$ cat config.mk
export PLATFORM = sky130hd
export DESIGN_NAME = control_unit
export DESIGN_NICKNAME = d
export VERILOG_FILES = /design/src/rtl/control_unit_pkg.sv /design/src/rtl/control_unit.sv
export SDC_FILE = /design/constraint.sdc
export NUM_CORES = 1
export LEC_CHECK = 0
export CORE_MARGIN = 4
export CORE_UTILIZATION = 54
export CTS_CLUSTER_DIAMETER = 100
export DETAILED_ROUTE_END_ITERATION = 10
export DONT_BUFFER_PORTS = 1
export GPL_TIMING_DRIVEN = 0
export PLACE_DENSITY = 0.82
export REMOVE_ABC_BUFFERS = 1
export SLEW_MARGIN = 20
export SYNTH_ARGS = -nofsm -noshare
export SYNTH_HDL_FRONTEND = slang
export SYNTH_SLANG_ARGS = --single-unit
$ cat constraint.sdc
create_clock -name clk -period 1.3 [get_ports clk]
set_input_delay 0 -clock clk [delete_from_list [all_inputs] [get_ports clk]]
set_output_delay 0 -clock clk [all_outputs]
set_load 0.01 [all_outputs]
$ cat src/rtl/control_unit_pkg.sv
// control_unit_pkg: instruction-type, PC-next and rd-source encodings, FSM states and control word
package control_unit_pkg;
  localparam int INST_TYPE_WIDTH = 3;
  localparam logic [INST_TYPE_WIDTH-1:0] INST_TYPE_NOP     = 3'd0;
  localparam logic [INST_TYPE_WIDTH-1:0] INST_TYPE_IMM     = 3'd1;
  localparam logic [INST_TYPE_WIDTH-1:0] INST_TYPE_INT_IMM = 3'd2;
  localparam logic [INST_TYPE_WIDTH-1:0] INST_TYPE_INT_REG = 3'd3;
  localparam logic [INST_TYPE_WIDTH-1:0] INST_TYPE_BRANCH  = 3'd4;
  localparam logic [INST_TYPE_WIDTH-1:0] INST_TYPE_STORE   = 3'd5;
  localparam logic [INST_TYPE_WIDTH-1:0] INST_TYPE_JAL     = 3'd6;
  localparam int PC_NEXT_SEL_WIDTH = 1;
  localparam logic [PC_NEXT_SEL_WIDTH-1:0] PC_NEXT_INCR    = 1'b0;
  localparam logic [PC_NEXT_SEL_WIDTH-1:0] PC_NEXT_ADD_IMM = 1'b1;
  localparam int RD_DIN_SEL_WIDTH = 2;
  localparam logic [RD_DIN_SEL_WIDTH-1:0] RD_DIN_ALU = 2'd0;
  localparam logic [RD_DIN_SEL_WIDTH-1:0] RD_DIN_IMM = 2'd1;
  localparam logic [RD_DIN_SEL_WIDTH-1:0] RD_DIN_PC4 = 2'd2;
  typedef enum logic [2:0] {
    S_RESET, S_FETCH, S_DECODE, S_EXEC, S_MEM, S_WB, S_PC
  } state_t;
  typedef struct packed {
    logic                         inst_fetch;
    logic                         load_pc;
    logic [PC_NEXT_SEL_WIDTH-1:0] pc_next_sel;
    logic                         rs1_en;
    logic                         rs2_en;
    logic                         rd_en;
    logic [RD_DIN_SEL_WIDTH-1:0]  rd_din_sel;
    logic                         alu_en;
    logic                         alu_din2_sel;
    logic                         store_req;
  } ctrl_t;
  function automatic logic uses_alu(input logic [INST_TYPE_WIDTH-1:0] t);
    return t == INST_TYPE_INT_IMM || t == INST_TYPE_INT_REG || t == INST_TYPE_BRANCH || t == INST_TYPE_STORE;
  endfunction
  function automatic logic uses_rs2(input logic [INST_TYPE_WIDTH-1:0] t);
    return t == INST_TYPE_INT_REG || t == INST_TYPE_BRANCH || t == INST_TYPE_STORE;
  endfunction
  function automatic logic writes_rd(input logic [INST_TYPE_WIDTH-1:0] t);
    return t == INST_TYPE_IMM || t == INST_TYPE_JAL || t == INST_TYPE_INT_IMM || t == INST_TYPE_INT_REG;
  endfunction
endpackage

$ cat src/rtl/control_unit.sv
// control_unit: multi-cycle sequencer of the copperv core, one FSM state per instruction phase
//   in:  clk, rst (sync, active high), inst_type, inst_valid, alu_comp, store_done
//   out: inst_fetch, load_pc, pc_next_sel, rs1_en, rs2_en, rd_en, rd_din_sel, alu_en,
//        alu_din2_sel, store_req (all registered, all 0 in reset)
module control_unit
  import control_unit_pkg::*;
#(
  parameter int RESET_CYCLES = 1
) (
  input  logic                         clk,
  input  logic                         rst,
  input  logic [INST_TYPE_WIDTH-1:0]   inst_type,
  input  logic                         inst_valid,
  input  logic                         alu_comp,
  input  logic                         store_done,
  output logic                         inst_fetch,
  output logic                         load_pc,
  output logic [PC_NEXT_SEL_WIDTH-1:0] pc_next_sel,
  output logic                         rs1_en,
  output logic                         rs2_en,
  output logic                         rd_en,
  output logic [RD_DIN_SEL_WIDTH-1:0]  rd_din_sel,
  output logic                         alu_en,
  output logic                         alu_din2_sel,
  output logic                         store_req
);
  localparam int CW = RESET_CYCLES > 1 ? $clog2(RESET_CYCLES) : 1;
  state_t                       state, next_state;
  logic [CW-1:0]                cnt;
  logic [INST_TYPE_WIDTH-1:0]   type_q, type_d;
  logic                         taken_q, taken_d;
  ctrl_t                        ctrl_q, ctrl_d;
  logic                         done;
  assign done = cnt == CW'(RESET_CYCLES - 1);
  // Outputs are registered from the upcoming state, so each lines up with the state it belongs to.
  // The decoder output is live through FETCH (once inst_valid) and DECODE; after that type_q rules.
  always_comb begin
    type_d = (state == S_FETCH || state == S_DECODE) ? inst_type : type_q;
    taken_d = state == S_EXEC ? alu_comp && type_q == INST_TYPE_BRANCH : taken_q;
    next_state = S_RESET;
    case (state)
      S_RESET:  next_state = done ? S_FETCH : S_RESET;
      // inst_fetch is high only in the first FETCH cycle, which is exactly when inst_valid is ignored
      S_FETCH:  next_state = (!ctrl_q.inst_fetch && inst_valid) ? S_DECODE : S_FETCH;
      S_DECODE: next_state = S_EXEC;
      S_EXEC:   next_state = writes_rd(type_q) ? S_WB : type_q == INST_TYPE_STORE ? S_MEM : S_PC;
      S_MEM:    next_state = store_done ? S_PC : S_MEM;
      S_WB:     next_state = S_PC;
      S_PC:     next_state = S_FETCH;
      default:  next_state = S_RESET;
    endcase
    ctrl_d = '0;
    ctrl_d.inst_fetch = next_state == S_FETCH && state != S_FETCH;
    ctrl_d.rs1_en = next_state == S_DECODE && uses_alu(type_d);
    ctrl_d.rs2_en = next_state == S_DECODE && uses_rs2(type_d);
    ctrl_d.alu_en = next_state == S_EXEC && uses_alu(type_d);
    ctrl_d.alu_din2_sel = next_state == S_EXEC && (type_d == INST_TYPE_INT_IMM || type_d == INST_TYPE_STORE);
    ctrl_d.store_req = next_state == S_MEM;
    ctrl_d.rd_en = next_state == S_WB;
    ctrl_d.rd_din_sel = next_state != S_WB ? RD_DIN_ALU :
                        type_d == INST_TYPE_IMM ? RD_DIN_IMM :
                        type_d == INST_TYPE_JAL ? RD_DIN_PC4 : RD_DIN_ALU;
    ctrl_d.load_pc = next_state == S_PC;
    ctrl_d.pc_next_sel = (next_state == S_PC && (type_d == INST_TYPE_JAL || taken_d)) ? PC_NEXT_ADD_IMM : PC_NEXT_INCR;
  end
  always_ff @(posedge clk) begin
    if (rst) begin
      state   <= S_RESET;
      cnt     <= '0;
      type_q  <= INST_TYPE_NOP;
      taken_q <= 1'b0;
      ctrl_q  <= '0;
    end else begin
      state   <= next_state;
      cnt     <= (state == S_RESET && !done) ? cnt + 1'b1 : cnt;
      type_q  <= state == S_DECODE ? inst_type : type_q;
      taken_q <= taken_d;
      ctrl_q  <= ctrl_d;
    end
  end
  assign inst_fetch   = ctrl_q.inst_fetch;
  assign load_pc      = ctrl_q.load_pc;
  assign pc_next_sel  = ctrl_q.pc_next_sel;
  assign rs1_en       = ctrl_q.rs1_en;
  assign rs2_en       = ctrl_q.rs2_en;
  assign rd_en        = ctrl_q.rd_en;
  assign rd_din_sel   = ctrl_q.rd_din_sel;
  assign alu_en       = ctrl_q.alu_en;
  assign alu_din2_sel = ctrl_q.alu_din2_sel;
  assign store_req    = ctrl_q.store_req;
endmodule
==> results of run 1 <==
==> worst max path at each step <==
stage                  endpoint
floorplan           pc_next_sel
global placement    pc_next_sel
detailed placement  pc_next_sel
CTS                 pc_next_sel
global route             alu_en
finish                   rs2_en
==> power by group <==
group | internal, mW | switching (mW) | leakage (nW)
clock network | 0.119 | 0.170 | 0.0150
registers | 0.607 | 0.0464 | 0.158
logic | 0.173 | 0.157 | 0.259
total | 0.899 | 0.374 | 0.432
==> cells by family after synthesis <==
group | Yosys count | share of synthesized area, %
mux | 5 | 5.353
xor+xnor | 3 | 3.526
simple gates | 49 | 30.03
compound gates | 23 | 15.54
buf+inv | 9 | 5.874
flops | 19 | 39.69
==> layer usage <==
layer | wire length, µm | part of all wire, % | up-vias | GRT usage, %
met5 | 0 | 0 | - | 0
met4 | 69 | 3.1 | 0 | 6.912
met3 | 170 | 7.6 | 10 | 6.509
met2 | 1193 | 53 | 43 | 32.39
met1 | 803 | 36 | 408 | 20.33
li1 | - | - | 408 | -
==> stage by stage <==
step / setup slack (ns) / TNS [ns] / cells / hold WS [ns]
final: -0.04308 / -0.05998 / 143 / -0.2529
after floorplan: -0.1933 / -0.5666 / 99 / 0.06907
after CTS: -0.01136 / -0.01136 / 139 / -0.2585
after detailed placement: -0.3721 / -2.712 / 123 / 0.07334
after global routing: -0.1177 / -0.6050 / 143 / -0.2715
after global placement: -0.3530 / -2.516 / 123 / 0.07166
==> registers in the layout, summed over array words and instances, names as in the netlist <==
register      count
rs1_en            1
cnt               1
rd_din_sel        2
taken_q           1
rs2_en            1
store_req         1
alu_din2_sel      1
inst_fetch        1
pc_next_sel       1
load_pc           1
rd_en             1
type_q            3
state             3
alu_en            1
==> layout make-up <==
| class | instances | area, µm² |
|---|---|---|
| repair buffers | 16 | 123.9 |
| fillers | 107 | 431.7 |
| flip-flops and latches | 19 | 399.1 |
| well taps | 24 | 30.03 |
| multi-input cells | 80 | 583.1 |
| clock buffers | 4 | 26.28 |
==> critical path: stages (launching register included) <==
cell	delay, ns
dfxtp_4	0.39
nand4bb_1	0.19
a211oi_2	0.36
buf_4	0.18
and3_1	0.16
==> repair_timing <==
item / 4_1_cts / 5_1_grt
endpoints found under the hold margin: 15 / 14
buffers inserted: 12 / 4
pin swaps: 4 / 3
resized for setup: 20 / 9
gates cloned: 0 / 0
endpoints found under the setup margin: 14 / 12
==> cell usage in the layout (no fill, tap or decap), types with 2 or more instances in the layout <==
| cell | count |
|---|---|
| buf_4 | 15 |
| nor2_1 | 12 |
| dfxtp_1 | 12 |
| nand2_1 | 6 |
| a21oi_1 | 6 |
| o21ai_0 | 4 |
| nor2b_1 | 4 |
| mux2i_1 | 4 |
| dfxtp_4 | 4 |
| nand2b_1 | 3 |
| nand3_1 | 3 |
| nand3b_1 | 3 |
| nor3_1 | 3 |
| clkbuf_4 | 3 |
| dfxtp_2 | 3 |
| o211ai_1 | 2 |
| a211oi_2 | 2 |
| o311ai_1 | 2 |
| nand2b_4 | 2 |
| nor3_2 | 2 |
==> impl_metrics.py, run 1 <==
metrics = {
    "worst_setup_path": {
        "rr_endpoint": "rs2_en",
        "startpoint": "state[1]",
        "cp.required_ns": 1.53,
        "cp-end-kind": "flip-flop",
        "worstPathArrival_ns": 1.57,
        "r2r_cells": 4,
        "crit_fanout": 6,
        "worstSetupStartpointType": "flip-flop",
        "r2r-start": "state[1]",
        "rrSetupSlack_ns": -0.04,
        "crit_type": "flip-flop to flip-flop",
    },
    "floorplanning": {
        "die_x_um": 50.13,
        "core_area_mm2": 0.001594,
        "die_area_mm2": 0.002513,
        "ioPinCount": 19,
        "start_util_pct": 60.13,
        "rows": 14,
        "die_h_um": 50.13,
    },
    "final_layout": {
        "syn2layout_area_growth_pct": 21.28,
        "finalInstanceArea_mm2": 0.001162,
        "drive_above_1_share_pct": 36.97,
        "final_util_pct": 72.92,
        "nNetsFinal": 128,
        "diodes": 0,
    },
    "sta": {
        "rsz0062_at_grt": "true",
        "final_hold_viol_count": 14,
        "timing.fmax_ghz": 0.7446,
        "tightest_slew_ns": 0.3508,
        "clock_skew_ns": 0.01120,
        "fin_crit_ns": 1.343,
        "slew_violations": 0,
        "setup_viol": 4,
        "worst_hold_slack_ns": -0.2529,
        "period_share_pct": 103.3,
        "slew_headroom_pct": 76.51,
        "worst_slack_ns": -0.04308,
    },
    "grt": {
        "grt_usage_pct": 18.46,
        "antenna_found_initial": 0,
        "grt_max_degree": 13,
        "overflow": 0,
        "grt_pass1_vias": 805,
        "grt_pass1_wl_um": 3581,
    },
    "route": {
        "routed_wl_um": 2236,
        "route.vias.total": 869,
        "vias_per_cell": 6.077,
        "wl_per_cell_um": 15.64,
        "dr.pass1.iters": 4,
        "drtIter0Drc": 21,
        "drcViolationCount": 0,
        "ant_nets": 0,
    },
    "clock_network": {
        "clockRootBuffer": "clkbuf_4",
        "clkLatencyLatePin_ns": 0.30,
        "clock_path_buffers": 2,
        "cts.sinks": 19,
        "cts_buffers": 3,
        "htree_levels": 1,
        "cts_tree": "built",
        "path_clk_slew_ns": 0.11,
    },
    "placed_design": {
        "place_area_um2": 932.1,
        "dp_hpwl_um": 1208,
        "portBuffers": 0,
        "gp_congestion": 0.7925,
    },
    "yosys": {
        "yosysMostFrequentCell": "dfxtp_1",
        "syn_inst": 108,
        "synth_area_per_cell_um2": 8.874,
        "ys_seq_area_share_pct": 39.69,
        "yosysWarningCount": 0,
        "synth_edf_count": 0,
        "ys_ff_latch": 19,
        "synth_area_um2": 958.4,
        "yosys-top-cells-count": "dfxtp_1 (19), nor2_1 (12), a21oi_1 (8)",
        "synth-main-ff-cell": "dfxtp_1",
        "synth.distinct_cells": 37,
        "ys_top_cells_by_area": "dfxtp_1 (40%), nor2_1 (4.7%), a21oi_1 (4.2%), mux2i_1 (4.2%), nand2b_1 (3.3%)",
        "postSynth.asyncResetShare_pct": 0,
        "yosysTopAreaCell": "dfxtp_1",
        "netlist.area_leader.share_pct": 39.69,
    },
    "hold_path": {
        "min_path_type": "input pin to flip-flop",
        "worstHoldPathCells": 1,
        "hp-start": "rst",
        "holdPathEnd": "state[2]",
    },
    "pwr": {
        "power_density_mw_per_mm2": 1095,
        "finalPower_mw": 1.273,
        "p_leak_nw": 0.4324,
        "peakVddDrop_v": 0.0009501,
    },
    "outcome": {
        "outcome": "complete, but fails checks",
        "violations": "negative hold slack, negative setup slack",
    },
    "run": {
        "cap_violations": 0,
    },
}
Power figures use the tool's default switching activity.
==> run 2, diff against run 1 <==
Settings changed: CORE_UTILIZATION 54 to 58, CTS_BUF_LIST set to sky130_fd_sc_hd__clkbuf_8, PLACE_DENSITY 0.82 to 0.86.
==> run 2 against run 1 <==
Effect of this change:
- the run ends with negative setup slack left
- global-route usage increased by 0.67 points
- sequential power about the same
- first-iteration DRC count grew 76%
- clock skew shrank 0.0048 ns
- total power increased by 8.4%
- clock power grew 41%
- final area increased by 1.2%
- critical path depth unchanged
- die area shrank 5.8%
- cell count decreased by 7.0%
- largest cell class unchanged
==> impl_metrics.py, run 2 (synthesized netlist as in run 1, its figures left out) <==
metrics = {
    "final_layout": {
        "nFillCells": 99,
        "nNetsFinal": 126,
        "mostFrequentLayoutCells": "nor2_1 (12), dfxtp_1 (12), buf_4 (9)",
        "diodes": 0,
        "drive_above_1_share_pct": 32.48,
        "final_util_pct": 76.30,
        "post_layout_nonfiller_instances": 133,
        "syn2layout_area_growth_pct": 22.72,
    },
    "worst_setup_path": {
        "cp_cell_sequence": "xnor2_2 -> nor2_2 -> mux2_4 -> a211oi_2",
        "cp-end-kind": "flip-flop",
        "slowest_delay_ns": 0.38,
        "worstSetupStartpointType": "flip-flop",
        "crit_fanout": 6,
        "r2r-start": "state[1]",
        "crit_type": "flip-flop to flip-flop",
        "r2r_cells": 4,
        "worstPathArrival_ns": 1.51,
        "cp_slowest_cell": "dfxtp_4",
        "cp.required_ns": 1.49,
        "rr_endpoint": "pc_next_sel",
        "rrSetupSlack_ns": -0.02,
    },
    "sta": {
        "worst_slack_ns": -0.02449,
        "slew_headroom_pct": 69.24,
        "clock_skew_ns": 0.006413,
        "timing.fmax_ghz": 0.7550,
        "final_hold_viol_count": 0,
        "tightest_slew_ns": 0.4599,
        "rsz0062_at_grt": "true",
        "setup_viol": 4,
        "fin_crit_ns": 1.324,
        "period_share_pct": 101.9,
        "worst_hold_slack_ns": 0.03115,
        "slew_violations": 0,
    },
    "run": {
        "cap_violations": 0,
    },
    "route": {
        "dr.pass1.iters": 4,
        "route.vias.total": 844,
        "vias_per_cell": 6.346,
        "routed_wl_um": 2384,
        "wl_per_cell_um": 17.92,
        "drcViolationCount": 0,
        "drtIter0Drc": 37,
        "ant_nets": 0,
    },
    "placed_design": {
        "dp_hpwl_um": 1334,
        "portBuffers": 0,
        "gp_congestion": 0.7933,
        "dpl_worst_slack_ns": -0.3865,
        "placed_cells": 115,
    },
    "floorplanning": {
        "core_area_mm2": 0.001541,
        "die_h_um": 48.65,
        "ioPinCount": 19,
        "die_area_mm2": 0.002367,
        "start_util_pct": 62.18,
        "rows": 14,
        "die_x_um": 48.65,
    },
    "clock_network": {
        "cts.sinks": 19,
        "cts_buffers": 3,
        "path_clk_slew_ns": 0.07,
        "clkLatencyLatePin_ns": 0.26,
        "clockRootBuffer": "clkbuf_8",
        "htree_levels": 1,
        "clock_path_buffers": 2,
        "cts_tree": "built",
    },
    "grt": {
        "antenna_found_initial": 0,
        "grt_pass1_wl_um": 3581,
        "overflow": 0,
        "grt_pass1_vias": 761,
        "grt_max_degree": 13,
        "grt_usage_pct": 19.13,
    },
    "pwr": {
        "finalPower_mw": 1.380,
        "power_density_mw_per_mm2": 1173,
        "peakVddDrop_v": 0.001046,
        "p_leak_nw": 0.4285,
    },
    "hold_path": {
        "hp-start": "inst_type[1]",
        "holdPathEnd": "rd_din_sel[0]",
        "min_path_type": "input pin to flip-flop",
        "worstHoldPathCells": 3,
    },
    "outcome": {
        "outcome": "complete, but fails checks",
        "violations": "negative setup slack",
    },
}
run 2: cell count changes in the layout (fill, tap and decap cells not counted), moves of 3 or more:
| cell | change |
|---|---|
| buf_4 | -6 |
| dlygate4sd3_1 | +4 |
| clkbuf_4 | -3 |
| clkbuf_8 | +3 |
run 2: worst max-delay path by stage:
stage	end	slack, ns	depth (start not counted)	start
final	pc_next_sel	-0.02	4	state[1]
after global routing	rs1_en	-0.09	4	state[1]
after CTS	pc_next_sel	-0.04	6	state[1]
after detailed placement	pc_next_sel	-0.39	4	state[0]
after global placement	pc_next_sel	-0.35	4	state[0]
after floorplan	pc_next_sel	-0.19	4	state[0]
run 2: layout make-up:
cell class	count	area, µm²	area share [%]
Clock buffer	3	41.29	3.511
Timing Repair Buffer	14	118.9	10.11
Tap cell	16	20.02	1.702
Clock inverter	1	5.005	0.4255
Sequential cell	19	401.6	34.15
Multi-Input combinational cell	80	589.3	50.11
run 2: worst max-delay path: cells and delay by family, from the launching register on:
kind	cells	cell delay, ns
XOR/XNOR	1	0.28
flip-flops	1	0.38
AND/OR/NAND/NOR	1	0.10
AO/OA/AOI/OAI	1	0.17
multiplexers	1	0.34
run 2: what timing repair did:
item,in CTS,in global routing
pin swaps,3,6
setup endpoints to repair,16,11
buffers inserted,10,0
endpoints found under the hold margin,15,15
gates resized for setup,17,12
run 2: metal layers:
layer,global-route usage (%),wire length (µm),vias up
met2,33.26,1229,44
met1,21.78,950,390
met3,6.748,177,4
met5,0,0,-
met4,5.381,27,0
li1,-,-,406
run 2: stage by stage:
step / area (µm²) / TNS (ns)
global route: 1176 / -0.6578
detailed placement: 922.1 / -3.199
floorplan: 902.1 / -0.5666
finish: 1176 / -0.05494
global placement: 922.1 / -2.454
CTS: 1086 / -0.05054
run 2: where the power goes:
part | internal [mW] | leakage (nW) | switching [mW]
combinational | 0.156 | 0.245 | 0.158
clock | 0.213 | 0.0255 | 0.197
sequential | 0.607 | 0.158 | 0.0495
total | 0.975 | 0.429 | 0.404
